`config.mk`:
```
export PLATFORM = sky130hd
export DESIGN_NAME = bikelight_multi
export DESIGN_NICKNAME = d
export VERILOG_FILES = /design/src/rtl/bikelight_pkg.sv /design/src/rtl/button_debounce.sv /design/src/rtl/bikelight_multi.sv
export SDC_FILE = /design/constraint.sdc
export NUM_CORES = 1
export LEC_CHECK = 0
export CORE_MARGIN = 3
export CORE_UTILIZATION = 63
export DETAILED_ROUTE_END_ITERATION = 12
export GPL_TIMING_DRIVEN = 0
export PLACE_DENSITY = 0.85
export SLEW_MARGIN = 15
export SYNTH_ARGS = -nofsm -noshare
export SYNTH_HDL_FRONTEND = slang
export SYNTH_HIERARCHICAL = 1
export SYNTH_SLANG_ARGS = --single-unit
```
`constraint.sdc`:
```
create_clock -name clk -period 2.9 [get_ports clk]
set_input_delay 0.87 -clock clk [delete_from_list [all_inputs] [get_ports clk]]
set_output_delay 0.87 -clock clk [all_outputs]
set_load 0.005 [all_outputs]
```
`src/rtl/bikelight_pkg.sv`:
```
// Shared definitions for the bike-light controller: mode encoding and helpers.
package bikelight_pkg;

   localparam int unsigned NUM_MODES = 5;

   // Mode codes; codes 5-7 are never produced.
   typedef enum logic [2:0] {
      MODE_OFF   = 3'd0,
      MODE_ON    = 3'd1,
      MODE_BLINK = 3'd2,
      MODE_DIM   = 3'd3,
      MODE_CHASE = 3'd4
   } mode_e;

   // Short-press sequence OFF -> ON -> BLINK -> DIM -> CHASE -> OFF.
   function automatic mode_e next_mode(input mode_e m);
      mode_e n;
      case (m)
         MODE_OFF:   n = MODE_ON;
         MODE_ON:    n = MODE_BLINK;
         MODE_BLINK: n = MODE_DIM;
         MODE_DIM:   n = MODE_CHASE;
         default:    n = MODE_OFF;
      endcase
      return n;
   endfunction

   // One-hot status: bit i set for mode code i.
   function automatic logic [NUM_MODES-1:0] mode_to_onehot(input mode_e m);
      logic [NUM_MODES-1:0] oh;
      oh = '0;
      case (m)
         MODE_OFF:   oh[0] = 1'b1;
         MODE_ON:    oh[1] = 1'b1;
         MODE_BLINK: oh[2] = 1'b1;
         MODE_DIM:   oh[3] = 1'b1;
         MODE_CHASE: oh[4] = 1'b1;
         default:    oh = '0;
      endcase
      return oh;
   endfunction

endpackage

```
`src/rtl/button_debounce.sv`:
```
// Push-button front end: 2-flop synchroniser, counting debouncer and a
// one-cycle press pulse on each accepted rising level.
module button_debounce #(
   parameter int unsigned DEBOUNCE_CYCLES = 250000
) (
   input  logic clk,
   input  logic reset,
   input  logic btn,
   output logic level,
   output logic press
);

   localparam int unsigned CW = $clog2(DEBOUNCE_CYCLES);
   localparam logic [CW-1:0] CNT_LAST = CW'(DEBOUNCE_CYCLES - 1);

   logic [1:0]    sync_q;
   logic          btn_s;
   logic          db_q, db_d;
   logic          db_dly_q;
   logic [CW-1:0] cnt_q, cnt_d;

   assign btn_s = sync_q[1];

   // Count consecutive edges where the synchronised input disagrees with db.
   always_comb begin
      db_d  = db_q;
      cnt_d = '0;
      if (btn_s != db_q) begin
         if (cnt_q == CNT_LAST) begin
            db_d = btn_s;
         end else begin
            cnt_d = cnt_q + CW'(1);
         end
      end
   end

   // Synchroniser, debounce state and one-cycle delay of db.
   always_ff @(posedge clk) begin
      if (reset) begin
         sync_q   <= '0;
         db_q     <= 1'b0;
         db_dly_q <= 1'b0;
         cnt_q    <= '0;
      end else begin
         sync_q   <= {sync_q[0], btn};
         db_q     <= db_d;
         db_dly_q <= db_q;
         cnt_q    <= cnt_d;
      end
   end

   assign level = db_q;
   assign press = db_q & ~db_dly_q;

endmodule

```
`src/rtl/bikelight_multi.sv`:
```
// Multi-channel bike-light controller. One debounced button cycles a shared
// mode (OFF/ON/BLINK/DIM/CHASE) across CHANNELS registered lamp outputs.
// Optional: define BIKELIGHT_LONG_PRESS_OFF_EN to force OFF after a long hold.
module bikelight_multi
   import bikelight_pkg::*;
#(
   parameter int unsigned CHANNELS        = 4,
   parameter int unsigned DEBOUNCE_CYCLES = 250000,
   parameter int unsigned BLINK_HALF      = 12500000,
   parameter int unsigned PWM_W           = 8,
   parameter int unsigned DIM_DUTY        = 32
`ifdef BIKELIGHT_LONG_PRESS_OFF_EN
   ,
   parameter int unsigned LONG_CYCLES     = 50000000
`endif
) (
   input  logic                 clk,
   input  logic                 reset,
   input  logic                 btn,
   output logic [CHANNELS-1:0]  light,
   output logic [NUM_MODES-1:0] mode_onehot,
   output logic [2:0]           mode_code
);

   localparam int unsigned PW  = $clog2(BLINK_HALF);
   localparam int unsigned CHW = $clog2(CHANNELS);
   localparam logic [PW-1:0]    PRESC_LAST = PW'(BLINK_HALF - 1);
   localparam logic [CHW-1:0]   CHASE_LAST = CHW'(CHANNELS - 1);
   localparam logic [PWM_W-1:0] DUTY       = PWM_W'(DIM_DUTY);

   logic          db_level;
   logic          press;
   logic          long_evt;
   logic          mode_chg;

   mode_e         mode_q, mode_d;
   logic [PW-1:0] presc_q, presc_d;
   logic          phase_q, phase_d;
   logic [CHW-1:0] chase_q, chase_d;
   logic [PWM_W-1:0] pwm_q, pwm_d;
   logic [CHANNELS-1:0] light_q, light_d;

   button_debounce #(
      .DEBOUNCE_CYCLES (DEBOUNCE_CYCLES)
   ) u_debounce (
      .clk   (clk),
      .reset (reset),
      .btn   (btn),
      .level (db_level),
      .press (press)
   );

`ifdef BIKELIGHT_LONG_PRESS_OFF_EN
   localparam int unsigned LW = $clog2(LONG_CYCLES + 1);
   localparam logic [LW-1:0] HOLD_MAX  = LW'(LONG_CYCLES);
   localparam logic [LW-1:0] HOLD_LAST = LW'(LONG_CYCLES - 1);

   logic [LW-1:0] hold_q, hold_d;

   // Hold counter saturates at LONG_CYCLES so the forced OFF fires once per hold.
   always_comb begin
      hold_d = '0;
      if (db_level) begin
         hold_d = (hold_q == HOLD_MAX) ? hold_q : hold_q + LW'(1);
      end
   end

   // Hold counter register.
   always_ff @(posedge clk) begin
      if (reset) begin
         hold_q <= '0;
      end else begin
         hold_q <= hold_d;
      end
   end

   assign long_evt = db_level && (hold_q == HOLD_LAST);
`else
   logic unused_db_level;
   assign unused_db_level = db_level;
   assign long_evt        = 1'b0;
`endif

   assign mode_chg = press | long_evt;

   // Mode sequencing and timing state; a mode change restarts all timing lit.
   always_comb begin
      mode_d  = mode_q;
      presc_d = presc_q;
      phase_d = phase_q;
      chase_d = chase_q;
      pwm_d   = pwm_q;
      if (press) begin
         mode_d = next_mode(mode_q);
      end
      if (long_evt) begin
         mode_d = MODE_OFF;
      end
      if (mode_chg) begin
         presc_d = '0;
         phase_d = 1'b1;
         chase_d = '0;
         pwm_d   = '0;
      end else begin
         pwm_d = pwm_q + PWM_W'(1);
         if (presc_q == PRESC_LAST) begin
            presc_d = '0;
            phase_d = ~phase_q;
            chase_d = (chase_q == CHASE_LAST) ? '0 : chase_q + CHW'(1);
         end else begin
            presc_d = presc_q + PW'(1);
         end
      end
   end

   // Per-mode lamp pattern, registered below.
   always_comb begin
      light_d = '0;
      case (mode_q)
         MODE_OFF:   light_d = '0;
         MODE_ON:    light_d = '1;
         MODE_BLINK: light_d = {CHANNELS{phase_q}};
         MODE_DIM:   light_d = {CHANNELS{pwm_q < DUTY}};
         MODE_CHASE: light_d = CHANNELS'(1) << chase_q;
         default:    light_d = '0;
      endcase
   end

   // Mode, timing and lamp registers.
   always_ff @(posedge clk) begin
      if (reset) begin
         mode_q  <= MODE_OFF;
         presc_q <= '0;
         phase_q <= 1'b0;
         chase_q <= '0;
         pwm_q   <= '0;
         light_q <= '0;
      end else begin
         mode_q  <= mode_d;
         presc_q <= presc_d;
         phase_q <= phase_d;
         chase_q <= chase_d;
         pwm_q   <= pwm_d;
         light_q <= light_d;
      end
   end

   assign light       = light_q;
   assign mode_code   = mode_q;
   assign mode_onehot = mode_to_onehot(mode_q);

endmodule

```
==> results.ini <==
[status]
status=finished clean

[final_layout]
final_util_pct=78.0
final_cells=403
area_delta_synth_final_pct=14.2
nets=358
diodes=0
drive_gt1_share_pct=8.78

[logic_synthesis]
synth_top_area_share_pct=44.6
synthMuxAreaShare_pct=0.741
synthAdderAreaFrac_pct=3.05
seq_area_frac_synth_pct=44.6
synth_simple_gate_area_share_pct=29.0
yosys_warnings=6
postSynthNetCount=333
synth_edf_count=0
netlist_area_um2=2870
ys_types=43
async_flop_share_pct=0
avgSynthCellArea_um2=8.89
yosys.area_share.xor_xnor_pct=10.1
synthCells=323
synth_area_leaders=dfxtp_1 45%, xnor2_1 7.3%, nor2_1 6.0%
synth_top_family_by_area=simple AND/OR/NAND/NOR gates
synth_compound_area_share_pct=8.45
synth-seq-cells=64
synth_top_cell_by_area=dfxtp_1
synthFlopType=dfxtp_1

[global_routing]
grt_pass1_wl_mm=9.25
grt_usage_pct=22.2
antenna_found_initial=0
grt_overflow=0
grt_pass1_vias=2182
grt_max_degree=11

[clocking]
numCtsBuffers=9
clk_pin_slew_ns=0.06
clkSinkCount=64
hold_buffers=0
clockBufferDepth=2
cts_max_level=3
cts_tree=built
worstSkewPairLatency_ns=0.33
cts_root_buf=clkbuf_8
cts-resized-gates=1
cts_setup_buffers=0

[sta]
finalClockSkew_ns=0.00628
final.setup.tns_ns=0
fin_crit_sh_pct=95.4
finalHoldViolations=0
hold_ws_ns=0.437
fin_ws_ns=0.133
fmax_mhz=361
fin_crit_ns=2.77
setup-violations-final=0
grt_setup_unrepaired=no
slew_violations=0
slew_headroom_pct=66.0
worst_pin_slew_ns=0.510

[critical_path]
slowest_stage=clkdlybuf4s50_1
path_max_fanout=9
cpPeakStageDelay_ns=0.56
end_kind=primary output
crit_path_cell_trace=clkbuf_1 -> nor3b_2 -> clkdlybuf4s50_1
rr_worst_depth=6
arrival_ns=1.90
required_ns=2.03
start_kind=flop
crit_type=flop to primary output

[power_and_ir_drop]
internal-power_mw=1.35
comb_power_share_pct=3.0
peakVddDrop_uv=467
clockPowerShare_pct=44.4
p_switching_uw=351
power_frac_seq_pct=52.5
power.density_nw_per_um2=520
sw_frac_of_total_pct=20.6
p_leak_nw=1.06

[floorplanning]
rows=23
fp.coreArea_um2=4200
die_area_um2=5400
die_y_um=73.5
die_w_um=73.5
io_pins=15
start_util_pct=68.3

[routing]
drt-vias-per-instance=5.82
num_vias=2345
antenna_left=0
drt_iter0_drc=162
drc=0
postRouteWirelength_mm=5.36
wl_per_cell_um=13.3
first_pass_iters=5

[placed_design]
io_buffers=14
place_hpwl_mm=3.61
finalWeightedCongestion=0.814
dp_slack_ns=0.0250
dp_cells=387

[min_path]
min_path_type=flop to flop
min_path_cells=1

[run]
drv_cap=0

[stage by stage]
step	cell area, um2	power [mW]
after floorplan	2870	0.947
after global placement	3070	0.965
after detailed placement	3070	0.966
after CTS	3280	1.72
after global routing	3280	1.76
final	3280	1.70
[power groups by stage]
stage	combinational [mW]	clock [mW]	sequential, mW
2_1_floorplan	0.0327	0	0.914
3_3_place_gp	0.0501	0	0.915
3_5_place_dp	0.0512	0	0.915
4_1_cts	0.0519	0.774	0.895
5_1_grt	0.0580	0.805	0.897
6_report	0.0517	0.758	0.896
[critical path: cells and delay by family, from the launching register on]
| kind | cells | cell delay (ns) |
|---|---|---|
| buffers and inverters | 2 | 0.85 |
| and+or+nand+nor | 1 | 0.38 |
| DFF | 1 | 0.32 |
[final cells by class]
class                      instances  area [um2]
multi-input combinational        234        1480
sequential                        64        1280
fill                             291         923
clock buffer                      13         159
timing repair buffer              14         140
buffer                            13        71.3
tap                               50        62.6
inverter                          12        45.0
clock inverter                     3        40.0
[cells in the mapped netlist, types with 2 or more instances]
| library cell | instances |
|---|---|
| nor3b_1 | 3 |
| nor4_1 | 7 |
| nand4_1 | 8 |
| or4_4 | 2 |
| dfxtp_1 | 64 |
| buf_6 | 2 |
| nor2_1 | 46 |
| nor2b_1 | 5 |
| nor4b_1 | 4 |
| or4_1 | 7 |
| nand3_1 | 17 |
| nand2_1 | 16 |
| and3_1 | 3 |
| or3_1 | 10 |
| o31ai_1 | 6 |
| clkbuf_1 | 9 |
| a21oi_1 | 22 |
| or2_2 | 2 |
| buf_4 | 2 |
| ha_1 | 7 |
| inv_1 | 12 |
| xor2_1 | 9 |
| o21ai_0 | 9 |
| nor3_1 | 9 |
| xnor2_1 | 24 |
[sequential cells by signal, summed over array words and instances, names as in the netlist]
signal               flops
phase_q                  1
u_debounce/cnt_q        18
mode_code                3
light                    4
u_debounce/sync_q        2
chase_q                  2
pwm_q                    8
presc_q                 24
u_debounce/level         1
u_debounce/db_dly_q      1
[cells by family (layout without fill, tap and decap cells)]
group	Yosys count	after routing
AO/OA/AOI/OAI	41	41
XOR/XNOR	33	33
adder cells (fa/ha/maj)	7	7
buffers and inverters	25	55
flip-flops	64	64
multiplexers	2	2
AND/OR/NAND/NOR	151	151
[worst paths after layout]
kind | from | end | slack, ns
worst min register to register | pwm_q[0]$_SDFF_PP0_ | pwm_q[0]$_SDFF_PP0_ | 0.44
worst max register to register | presc_q[0]$_SDFF_PP0_ | presc_q[22]$_SDFF_PP0_ | 0.76
worst max-delay path | mode_code[2]$_SDFFE_PP0P_ | mode_onehot[4] | 0.13
worst min-delay path | pwm_q[0]$_SDFF_PP0_ | pwm_q[0]$_SDFF_PP0_ | 0.44
[cells in the final DEF, fill, tap and decap left out, types with 3 or more instances in the layout]
cell type	netlist	layout
or4_1	7	7
clkdlybuf4s50_1	0	14
and3_1	3	3
or3_1	10	10
xor2_1	9	9
nand3_1	17	17
nor3_1	9	9
nor4b_1	4	4
ha_1	7	7
o31ai_1	6	6
clkbuf_1	9	11
nand2_1	16	16
a21oi_1	22	22
nor2b_1	5	5
o21ai_0	9	9
nand4_1	8	8
xnor2_1	24	24
nor2_1	46	46
dfxtp_1	64	64
inv_1	12	12
nor4_1	7	7
clkbuf_8	0	11
[routing by layer]
layer / track usage, % / routed length, um
met4: 13.1 / 95
met3: 5.06 / 268
met5: 0 / 0
met2: 36.0 / 2500
met1: 26.8 / 2490
Power figures use the tool's default switching activity.
